`config.mk`:
```
export PLATFORM = sky130hd
export DESIGN_NAME = usbf_ep_rf_param_flat
export DESIGN_NICKNAME = d
export VERILOG_FILES = /design/src/rtl/usbf_ep_rf_param_if.sv /design/src/rtl/usbf_ep_rf_param.sv /design/src/flat_wrapper.sv
export SDC_FILE = /design/constraint.sdc
export NUM_CORES = 1
export LEC_CHECK = 0
export CORE_MARGIN = 1.5
export CORE_UTILIZATION = 65
export CTS_CLUSTER_DIAMETER = 120
export CTS_CLUSTER_SIZE = 10
export DETAILED_ROUTE_END_ITERATION = 6
export DONT_BUFFER_PORTS = 1
export GPL_ROUTABILITY_DRIVEN = 0
export HOLD_SLACK_MARGIN = 0.06
export PLACE_DENSITY = 0.93
export SLEW_MARGIN = 10
export SYNTH_ARGS = -nofsm -noshare
export SYNTH_HDL_FRONTEND = slang
export SYNTH_SLANG_ARGS = --single-unit
```
`constraint.sdc`:
```
create_clock -name clk -period 6 [get_ports clk]
set_input_delay 0.6 -clock clk [delete_from_list [all_inputs] [get_ports clk]]
set_output_delay 0.6 -clock clk [all_outputs]
set_load 0.05 [all_outputs]
```
`src/rtl/usbf_ep_rf_param_if.sv`:
```
// Register-file bus shared by the endpoint register files: select, strobes and data.
interface usbf_ep_rf_param_if;
    logic [1:0]  adr;
    logic        re;
    logic        we;
    logic [31:0] din;
    logic [31:0] dout;

    modport master (output adr, re, we, din, input dout);
    modport slave  (input adr, re, we, din, output dout);
endinterface

```
`src/rtl/usbf_ep_rf_param.sv`:
```
// Single USB endpoint register file: CSR, interrupt, buffer 0/1 and the DMA byte counter.
// EP_EXISTS=0 drops all storage and ties outputs to the unpopulated-endpoint values.
module usbf_ep_rf_param #(
    parameter int          EP_EXISTS = 1,
    parameter int          DMA_CNT_W = 14,
    parameter logic [31:0] CSR_RST   = 32'h0
) (
    input  logic              clk,
    input  logic              rst,
    usbf_ep_rf_param_if.slave bus,
    output logic              inta,
    output logic              intb,
    output logic              dma_req,
    input  logic              dma_ack,
    input  logic [31:0]       idin,
    input  logic [3:0]        ep_sel,
    output logic              ep_match,
    input  logic              buf0_rl,
    input  logic              buf0_set,
    input  logic              buf1_set,
    input  logic              uc_bsel_set,
    input  logic              uc_dpd_set,
    input  logic              int_to_set,
    input  logic              int_crc16_set,
    input  logic              int_upid_set,
    input  logic              int_buf0_set,
    input  logic              int_buf1_set,
    input  logic              int_seqerr_set,
    input  logic              out_to_small,
    output logic [31:0]       csr,
    output logic [31:0]       buf0,
    output logic [31:0]       buf1,
    output logic              dma_in_buf_sz1,
    output logic              dma_out_buf_avail
);
    generate
        if (EP_EXISTS != 0) begin : g_ep
            // Two spare bits so the counter arithmetic can go negative or overflow before clamping.
            localparam int SW = ((DMA_CNT_W > 14) ? DMA_CNT_W : 14) + 2;
            localparam logic [SW-1:0] CNT_MAX = {{(SW-DMA_CNT_W){1'b0}}, {DMA_CNT_W{1'b1}}};
            localparam logic [SW-1:0] WORD    = SW'(4);

            logic [31:0]          csr_q, buf0_q, buf1_q, buf0_sh, dout_mux;
            logic [6:0]           stat, iena, ienb, ev;
            logic [DMA_CNT_W-1:0] cnt, cnt_nxt;
            logic [SW-1:0]        cnt_x, mps_x, bsz_x, add_x, sub_x, sum_x, room_x;
            logic                 dir_in, dir_out, dma_act, req_cond;
            logic                 inta_q, intb_q, req_q;
            logic                 csr_we, int_we, buf0_we, buf1_we, int_rd;

            assign csr_we  = bus.we && (bus.adr == 2'd0);
            assign int_we  = bus.we && (bus.adr == 2'd1);
            assign buf0_we = bus.we && (bus.adr == 2'd2);
            assign buf1_we = bus.we && (bus.adr == 2'd3);
            assign int_rd  = bus.re && (bus.adr == 2'd1);
            assign ev = {out_to_small, int_seqerr_set, int_buf1_set, int_buf0_set,
                         int_upid_set, int_crc16_set, int_to_set};

            assign dir_in  = (csr_q[27:26] == 2'b01);
            assign dir_out = (csr_q[27:26] == 2'b10);
            assign dma_act = csr_q[15] && (dir_in || dir_out);
            assign cnt_x   = SW'(cnt);
            assign mps_x   = SW'(csr_q[10:0]);
            assign bsz_x   = SW'(buf0_q[30:17]);
            assign room_x  = bsz_x - cnt_x;

            always_comb begin
                add_x = '0;
                sub_x = '0;
                if (dir_in) begin
                    if (dma_ack)  add_x = WORD;
                    if (buf0_set) sub_x = mps_x;
                end else if (dir_out) begin
                    if (buf0_set) add_x = mps_x;
                    if (dma_ack)  sub_x = WORD;
                end
                sum_x = cnt_x + add_x - sub_x;
                if (sum_x[SW-1])          cnt_nxt = '0;
                else if (sum_x > CNT_MAX) cnt_nxt = '1;
                else                      cnt_nxt = sum_x[DMA_CNT_W-1:0];
            end

            assign req_cond = dir_in ? ((cnt_x + WORD) <= bsz_x) : (dir_out && (cnt_x >= WORD));

            always_ff @(posedge clk or negedge rst) begin
                if (!rst) begin
                    csr_q <= {4'b0, CSR_RST[27:0]};
                end else begin
                    if (csr_we)      csr_q[27:0]  <= bus.din[27:0];
                    if (uc_bsel_set) csr_q[31:30] <= idin[31:30];
                    if (uc_dpd_set)  csr_q[29:28] <= idin[29:28];
                end
            end

            // A status event landing on the clearing read survives it.
            always_ff @(posedge clk or negedge rst) begin
                if (!rst) begin
                    stat   <= '0;
                    iena   <= '0;
                    ienb   <= '0;
                    inta_q <= 1'b0;
                    intb_q <= 1'b0;
                end else begin
                    stat   <= (int_rd ? 7'd0 : stat) | ev;
                    inta_q <= |(stat & iena);
                    intb_q <= |(stat & ienb);
                    if (int_we) begin
                        iena <= bus.din[30:24];
                        ienb <= bus.din[22:16];
                    end
                end
            end

            always_ff @(posedge clk or negedge rst) begin
                if (!rst) begin
                    buf0_q  <= '1;
                    buf1_q  <= '1;
                    buf0_sh <= '1;
                end else begin
                    if (buf0_we)      buf0_sh <= bus.din;
                    if (buf0_set)     buf0_q  <= idin;
                    else if (buf0_we) buf0_q  <= bus.din;
                    else if (buf0_rl) buf0_q  <= buf0_sh;
                    if (buf1_set)     buf1_q  <= idin;
                    else if (buf1_we) buf1_q  <= bus.din;
                end
            end

            always_ff @(posedge clk or negedge rst) begin
                if (!rst) begin
                    cnt   <= '0;
                    req_q <= 1'b0;
                end else begin
                    if (csr_we && !bus.din[15]) cnt <= '0;
                    else if (dma_act)           cnt <= cnt_nxt;
                    // Request is held until acknowledged, then re-evaluated a cycle later.
                    if (!dma_act)   req_q <= 1'b0;
                    else if (req_q) req_q <= !dma_ack;
                    else            req_q <= req_cond;
                end
            end

            always_comb begin
                dout_mux = csr_q;
                case (bus.adr)
                    2'd0: dout_mux = csr_q;
                    2'd1: dout_mux = {1'b0, iena, 1'b0, ienb, 9'b0, stat};
                    2'd2: dout_mux = buf0_q;
                    2'd3: dout_mux = buf1_q;
                    default: dout_mux = csr_q;
                endcase
            end

            assign bus.dout          = dout_mux;
            assign inta              = inta_q;
            assign intb              = intb_q;
            assign dma_req           = req_q;
            assign ep_match          = (csr_q[21:18] == ep_sel);
            assign csr               = csr_q;
            assign buf0              = buf0_q;
            assign buf1              = buf1_q;
            assign dma_in_buf_sz1    = dir_in && (cnt_x >= mps_x);
            assign dma_out_buf_avail = dir_out && !room_x[SW-1] && (room_x >= mps_x);
        end else begin : g_stub
            assign bus.dout          = '0;
            assign inta              = 1'b0;
            assign intb              = 1'b0;
            assign dma_req           = 1'b0;
            assign ep_match          = 1'b0;
            assign csr               = '0;
            assign buf0              = '1;
            assign buf1              = '1;
            assign dma_in_buf_sz1    = 1'b0;
            assign dma_out_buf_avail = 1'b0;
        end
    endgenerate
endmodule

```
`src/flat_wrapper.sv`:
```
// flat-port wrapper written by rule: the top's interface ports become plain ports
module usbf_ep_rf_param_flat 
#(
    parameter int          EP_EXISTS = 1,
    parameter int          DMA_CNT_W = 14,
    parameter logic [31:0] CSR_RST   = 32'h0
)
  (clk, rst, inta, intb, dma_req, dma_ack, idin, ep_sel, ep_match, buf0_rl, buf0_set, buf1_set, uc_bsel_set, uc_dpd_set, int_to_set, int_crc16_set, int_upid_set, int_buf0_set, int_buf1_set, int_seqerr_set, out_to_small, csr, buf0, buf1, dma_in_buf_sz1, dma_out_buf_avail, bus_adr, bus_re, bus_we, bus_din, bus_dout);
  usbf_ep_rf_param_if bus_i ();
  input  logic clk;
  input  logic rst;
  output logic inta;
  output logic intb;
  output logic dma_req;
  input  logic dma_ack;
  input  logic [31:0] idin;
  input  logic [3:0] ep_sel;
  output logic ep_match;
  input  logic buf0_rl;
  input  logic buf0_set;
  input  logic buf1_set;
  input  logic uc_bsel_set;
  input  logic uc_dpd_set;
  input  logic int_to_set;
  input  logic int_crc16_set;
  input  logic int_upid_set;
  input  logic int_buf0_set;
  input  logic int_buf1_set;
  input  logic int_seqerr_set;
  input  logic out_to_small;
  output logic [31:0] csr;
  output logic [31:0] buf0;
  output logic [31:0] buf1;
  output logic dma_in_buf_sz1;
  output logic dma_out_buf_avail;
  input wire logic [$bits(bus_i.adr)-1:0] bus_adr;
  input wire logic [$bits(bus_i.re)-1:0] bus_re;
  input wire logic [$bits(bus_i.we)-1:0] bus_we;
  input wire logic [$bits(bus_i.din)-1:0] bus_din;
  output wire logic [$bits(bus_i.dout)-1:0] bus_dout;
  assign bus_i.adr = bus_adr;
  assign bus_i.re = bus_re;
  assign bus_i.we = bus_we;
  assign bus_i.din = bus_din;
  assign bus_dout = bus_i.dout;
  usbf_ep_rf_param #(.EP_EXISTS(EP_EXISTS), .DMA_CNT_W(DMA_CNT_W), .CSR_RST(CSR_RST)) u_core (.clk(clk), .rst(rst), .bus(bus_i), .inta(inta), .intb(intb), .dma_req(dma_req), .dma_ack(dma_ack), .idin(idin), .ep_sel(ep_sel), .ep_match(ep_match), .buf0_rl(buf0_rl), .buf0_set(buf0_set), .buf1_set(buf1_set), .uc_bsel_set(uc_bsel_set), .uc_dpd_set(uc_dpd_set), .int_to_set(int_to_set), .int_crc16_set(int_crc16_set), .int_upid_set(int_upid_set), .int_buf0_set(int_buf0_set), .int_buf1_set(int_buf1_set), .int_seqerr_set(int_seqerr_set), .out_to_small(out_to_small), .csr(csr), .buf0(buf0), .buf1(buf1), .dma_in_buf_sz1(dma_in_buf_sz1), .dma_out_buf_avail(dma_out_buf_avail));
endmodule
```
Word level (Yosys, flattened, before mapping) --
Index checks and enable logic that the tools add are counted.
Word-level totals: logic and storage cells 72, input port bits 87, bits in registers 166, output and inout bits 134
Cells by class: add/sub/neg operators 4, reduce and logical (&&, ||, !) cells 21, multiplexer cells 20, bitwise logic cells 3, equality and inequality tests 6, magnitude comparators 5
Operators by type and width (number):
- 32-bit 2-to-1 mux | 5
- 32-bit case mux with 4 select lines | 1
- 16-bit 2-to-1 mux | 4
- 14-bit 2-to-1 mux | 4
- 14-bit by 16-bit adder with 16-bit output | 1
- 16-bit by 11-bit >= comparator with 1-bit output | 1
- 16-bit by 14-bit greater-than comparator with 1-bit output (second input constant) | 1
- 16-bit by 14-bit less-or-equal comparator with 1-bit output | 1
- 16-bit subtractor | 1
- 14-bit by 3-bit adder with 15-bit output (second input constant) | 1
- 14-bit by 14-bit subtractor with 15-bit output | 1
- 7-bit bitwise AND | 2
- 14-bit by 11-bit >= comparator with 1-bit output | 1
- 14-bit by 3-bit >= comparator with 1-bit output (second input constant) | 1
- 7-bit OR reduction | 2
- 1-bit logical AND | 11
- 11-bit 2-to-1 mux | 1
- 7-bit 2-to-1 mux | 1
- 7-bit bitwise OR | 1
- 2-bit == test (second input constant) | 3
- 2-bit by 1-bit == test with 1-bit output (second input constant) | 2
- 4-bit == test | 1
- 2-bit nonzero test | 2
- 1-bit zero test | 3
- other kinds (5) | 7

Longest topological paths before layout --
depth in word-level cells 10, depth in mapped cells 25, depth with buffers taken out 24

Least setup slack after synthesis --
OpenSTA, ideal clock, no wires.
path kind reg2reg, start reg u_core.g_ep.csr_q[26], in the netlist u_core.csr[26], end reg u_core.g_ep.cnt[13], setup slack 1.248 ns, data required time 5.869 ns, path buffers 1, period minus slack after synthesis 4.752 ns, cell stages (with the launch flop) 26, setup time 0.131 ns, arrival 4.621 ns, cell sequence dfrtp_1 -> inv_1 -> ha_1 -> nand2_1 -> nor2_1 -> and2_1 -> ha_1 -> inv_1 -> fa_1 -> nor2b_4 -> o31a_1 -> o41a_1 -> a21o_2 -> a21oi_1 -> nor2b_1 -> nor2_1 -> xnor2_1 -> ha_1 -> nand3_1 -> o2111a_1 -> a21oi_1 -> or2_2 -> o211a_1 -> buf_4 -> a21oi_1 -> o32ai_2
On the way: word-level cells in the longest chain between the ends 10, elaborated cells between the ends (all ways) 16, those cells by class 2 x add/sub; 1 x order compare; 2 x eq/ne; 8 x mux; 3 x reduce/logical
RTL lines:
- start: declaration | RTL line usbf_ep_rf_param.sv:43 | logic [31:0] csr_q, buf0_q, buf1_q, buf0_sh, dout_mux;
- start signal: assignment | RTL line usbf_ep_rf_param.sv:87 | csr_q <= {4'b0, CSR_RST[27:0]};
- start signal: assignment | RTL line usbf_ep_rf_param.sv:89 | if (csr_we) csr_q[27:0] <= bus.din[27:0];
- 2-bit == test | RTL line usbf_ep_rf_param.sv:60 | assign dir_out = (csr_q[27:26] == 2'b10);
- 16-bit 2-to-1 mux | RTL line usbf_ep_rf_param.sv:73 | end else if (dir_out) begin
- 16-bit 2-to-1 mux | RTL line usbf_ep_rf_param.sv:70 | if (dir_in) begin
- 14-bit by 16-bit adder with 16-bit output | RTL line usbf_ep_rf_param.sv:77 | sum_x = cnt_x + add_x - sub_x;
- 16-bit subtractor | RTL line usbf_ep_rf_param.sv:77
- 16-bit by 14-bit greater-than comparator with 1-bit output | RTL line usbf_ep_rf_param.sv:79 | else if (sum_x > CNT_MAX) cnt_nxt = '1;
- 14-bit 2-to-1 mux | RTL line usbf_ep_rf_param.sv:79
- 14-bit 2-to-1 mux | RTL line usbf_ep_rf_param.sv:78 | if (sum_x[SW-1]) cnt_nxt = '0;
- 14-bit 2-to-1 mux | RTL line usbf_ep_rf_param.sv:135 | else if (dma_act) cnt <= cnt_nxt;
- 14-bit 2-to-1 mux | RTL line usbf_ep_rf_param.sv:134 | if (csr_we && !bus.din[15]) cnt <= '0;
- end signal: assignment | RTL line usbf_ep_rf_param.sv:135
- end: declaration | RTL line usbf_ep_rf_param.sv:45 | logic [DMA_CNT_W-1:0] cnt, cnt_nxt;
Several ways; a longest one is shown, not always the timed one. The select of a mux whose other input is x is not followed. A chain may end at the register's enable or synchronous reset.

Worst setup path after layout --
Ends and elaborated chain as after synthesis.

==> summary.md <==
| Metric | Value |
|---|---|
| Core ar. | `15940 µm²` |
| Worst-path fanout max | `13` |
| Reg-to-reg slack, setup | `approximately 0.48 ns` |
| Largest net degree at the start of global routing | `167` |
| Final period util | `0.9203` |
| WP data arrival | `roughly 5.8 ns` |
| Layout cell share with drive strength beyond 1 | `0.2377` |
| Grt ovf | `0` |
| Fmax | `between 0.15 and 0.2 GHz` |
| Worst Setup Start Kind | `flip-flop` |
| First-pass GRT wire length | `49690 µm` |
| Vias in the first global route | `8898` |
| Leakage | `4.953 nW` |
| Diodes inserted | `0` |
| Hold crit path type | `in2async` |
| Yosys top cell by area | `dfstp_2` |
| Initial drt markers | `901` |
| Total Routing Usage GR | `0.3707` |
| Slowest stage delay, CP | `about 0.72 ns` |
| TNS Setup | `0 ns` |
| Crit Path Class | `reg2reg` |
| Crit-path cells | `inv_1, ha_1, nand2_1, nor2_1, and2_1, ha_1, inv_1, fa_1, nor2b_4, o31a_1, o41a_1, a21o_2, a21oi_1, nor2b_1, nor2_1, xnor2_1, ha_1, nand3_1, o2111a_1, a21oi_1, or2_2, o211a_1, a21oi_1, o32ai_2` |
| Commonest non-fill, non-tap cell in the layout | `nand2_1` |
| Row count | `46` |
| Top cells by area, synth | `dfstp_2, dfrtp_1, ha_1` |
| Crit path time final | `around 5.5 ns` |
| P per Cell Area | `between 400 and 500 nW/µm²` |
| Final wirelength | `between 30000 and 40000 µm` |
| Die X | `around 130 µm` |
| Iteration count of the initial detailed-routing pass | `6` |
| Status | `finished, final reports clean` |
| Top routing layer in use | `met4` |
| M1 WL | `between 10000 and 15000 µm` |
| RSZ-0062 raised after global routing | `false` |
| Final ANT Viol Nets | `0` |
| Die Area | `between 15000 and 20000 µm²` |
| Synth Flop Type | `dfstp_2` |
| DP Area | `10840 µm²` |
| Clock buffer depth | `2` |
| CP Depth | `24` |
| Die height | `around 130 µm` |
| Area of the mapped netlist | `10670 µm²` |
| Yosys cell types | `69` |
| Vias per cell | `about 7` |
| Via count | `8758` |
| WL/cell | `about 25 µm` |
| Post-synth EDFFs | `0` |
| Top-area cell type share of the netlist area | `0.2363` |
| CTS Buf Count | `17` |
| Fin. max-slew vios | `0` |
| IO Port Bufs | `0` |
| Final instance area | `about 11000 µm²` |
| Asr flop ratio synth | `1.000` |
| Clock insertion delay at the later pin of the skew report | `~0.43 ns` |
| Setup Buffers After CTS | `0` |
| Syn. warnings | `0` |
| Skew final | `0.009862 ns` |
| Syn avg cell area | `10.20 µm²` |
| Worst R2R Start | `u_core.csr[26]` |
| Starting Density | `0.6695` |
| Worst path bufs/invs | `2` |
| Post-Synthesis Net Count | `roughly 1200` |
| Utilization after layout | `0.7191` |
| Clock transition at path regs | `roughly 0.070 ns` |
| Synth Instances | `1046` |
| Area Overhead vs Synth | `7.408%` |
| Antenna violations before repair | `0` |
| Max_slew headroom | `0.2466` |
| Dpl hpwl | `around 22000 µm` |
| Worst slew pin tran | `roughly 1.1 ns` |
| Design Power | `0.005385 W` |
| Nature of the critical path endpoint | `flip-flop` |
| Required time worst endpoint | `approximately 6.3 ns` |
| R2r worst-path depth | `24` |
| Net count, final | `about 1200` |
| Sink Count | `about 170` |
| Final setup viols | `0` |
| Met2 wire length | `14970 µm` |
| Critical R2R Capture | `u_core.g_ep.cnt[13]` |
| Cell family with most CP delay | `compound AO/OA/AOI/OAI gates` |
| Maxcap violations | `0` |
| Slowest CP cell | `dfrtp_1` |
| Synth Register Bits | `166` |
| DRC Markers | `0` |
| Endpoints failing hold | `0` |
| CTS root buf | `clkbuf_16` |
| Metal3 WL | `3537 µm` |
| I/O pin count | `221` |
| CTS tree | `yes` |
| Most frequent cells in the layout | `nand2_1, dfstp_2, ha_1` |
| CTS HTree Levels | `4` |
| Seq/Total Area, Yosys | `0.4004` |
| Max VDD drop | `between 0.2 and 0.3 mV` |
==> synth_stat cells, drive strengths merged (17+ instances only) <==
library cell  instances
xnor2                30
a21o                 25
nand2               101
dfstp                96
nor2                 74
nand3                17
dfrtp                70
nor3                 17
clkbuf               39
mux2                 66
a21oi                60
mux2i                75
o21ai                88
inv                  53
ha                   77
mux4                 21
==> repair_timing <==
| action | in CTS | in global routing |
|---|---|---|
| hold buffers | 1 | 0 |
| resized for setup | 0 | 0 |
| hold endpoints to repair | 166 | 0 |
==> registers in the layout (all words and copies together) (netlist names) <==
signal / count
u_core.buf0: 32
u_core.buf1: 32
u_core.csr: 32
u_core.g_ep.buf0_sh: 32
u_core.g_ep.cnt: 14
u_core.g_ep.iena: 7
u_core.g_ep.ienb: 7
u_core.g_ep.stat: 7
u_core.dma_req: 1
u_core.inta: 1
u_core.intb: 1
==> report_power, final <==
group | total (W) | switching, W | internal, W
Sequential | 0.00205 | 0.000658 | 0.00140
Combinational | 0.00223 | 0.00131 | 0.000914
Clock | 0.00110 | 0.000533 | 0.000569
Total | 0.00538 | 0.00250 | 0.00288
==> cell type report <==
cell class                      count  area, µm²
Timing Repair Buffer                9      87.58
Multi-Input combinational cell    779       6040
Sequential cell                   166       4274
Tap cell                          216      270.3
Clock buffer                       18      439.2
Clock inverter                     14      155.1
Inverter                           53      198.9
Fill cell                        1025       4478
==> through the flow <==
step           hold slack [ns]  setup WS, ns  std cells
3_5_place_dp            0.3112        0.7239       1222
4_1_cts                 0.2234        0.5891       1255
5_1_grt                 0.2520        0.2500       1255
6_report                0.1496        0.4785       1255
3_3_place_gp            0.3113        0.9086       1222
2_1_floorplan           0.3044         1.248       1046
==> worst reg2reg max path: cells and delay by family, from the launching register on <==
family,cells,cell delay [ns]
AO/OA/AOI/OAI,9,2.00
AND/OR/NAND/NOR,8,1.20
adder cells (fa/ha/maj),4,1.13
flip-flops,1,0.72
buffers and inverters,2,0.24
XOR/XNOR,1,0.09
==> worst max-delay path by stage <==
stage | start | endpoint | slack (ns)
floorplan | u_core.csr[26] | u_core.g_ep.cnt[13] | 1.25
global placement | u_core.csr[26] | u_core.g_ep.cnt[13] | 0.91
detailed placement | u_core.csr[26] | u_core.g_ep.cnt[13] | 0.72
CTS | u_core.csr[26] | u_core.g_ep.cnt[13] | 0.59
global route | u_core.csr[26] | u_core.g_ep.cnt[0] | 0.25
finish | u_core.csr[26] | u_core.g_ep.cnt[13] | 0.48
==> routing by layer <==
| layer | GRT usage | up-vias |
|---|---|---|
| met3 | 0.1015 | 128 |
| li1 | - | 3716 |
| met4 | 0.1966 | 0 |
| met2 | 0.5991 | 642 |
| met1 | 0.4545 | 4272 |
| met5 | 0 | - |
==> logic make-up (layout without fill, tap and decap cells) <==
logic type,after synthesis,count (layout),share of synthesized area
simple gates,261,261,0.1114
compound gates,236,236,0.1387
flops,166,166,0.4004
mux,162,162,0.1843
buf+inv,101,94,0.03657
fa+ha+maj,80,80,0.09589
xor+xnor,40,40,0.03282
(Power assumes the default switching activity.)
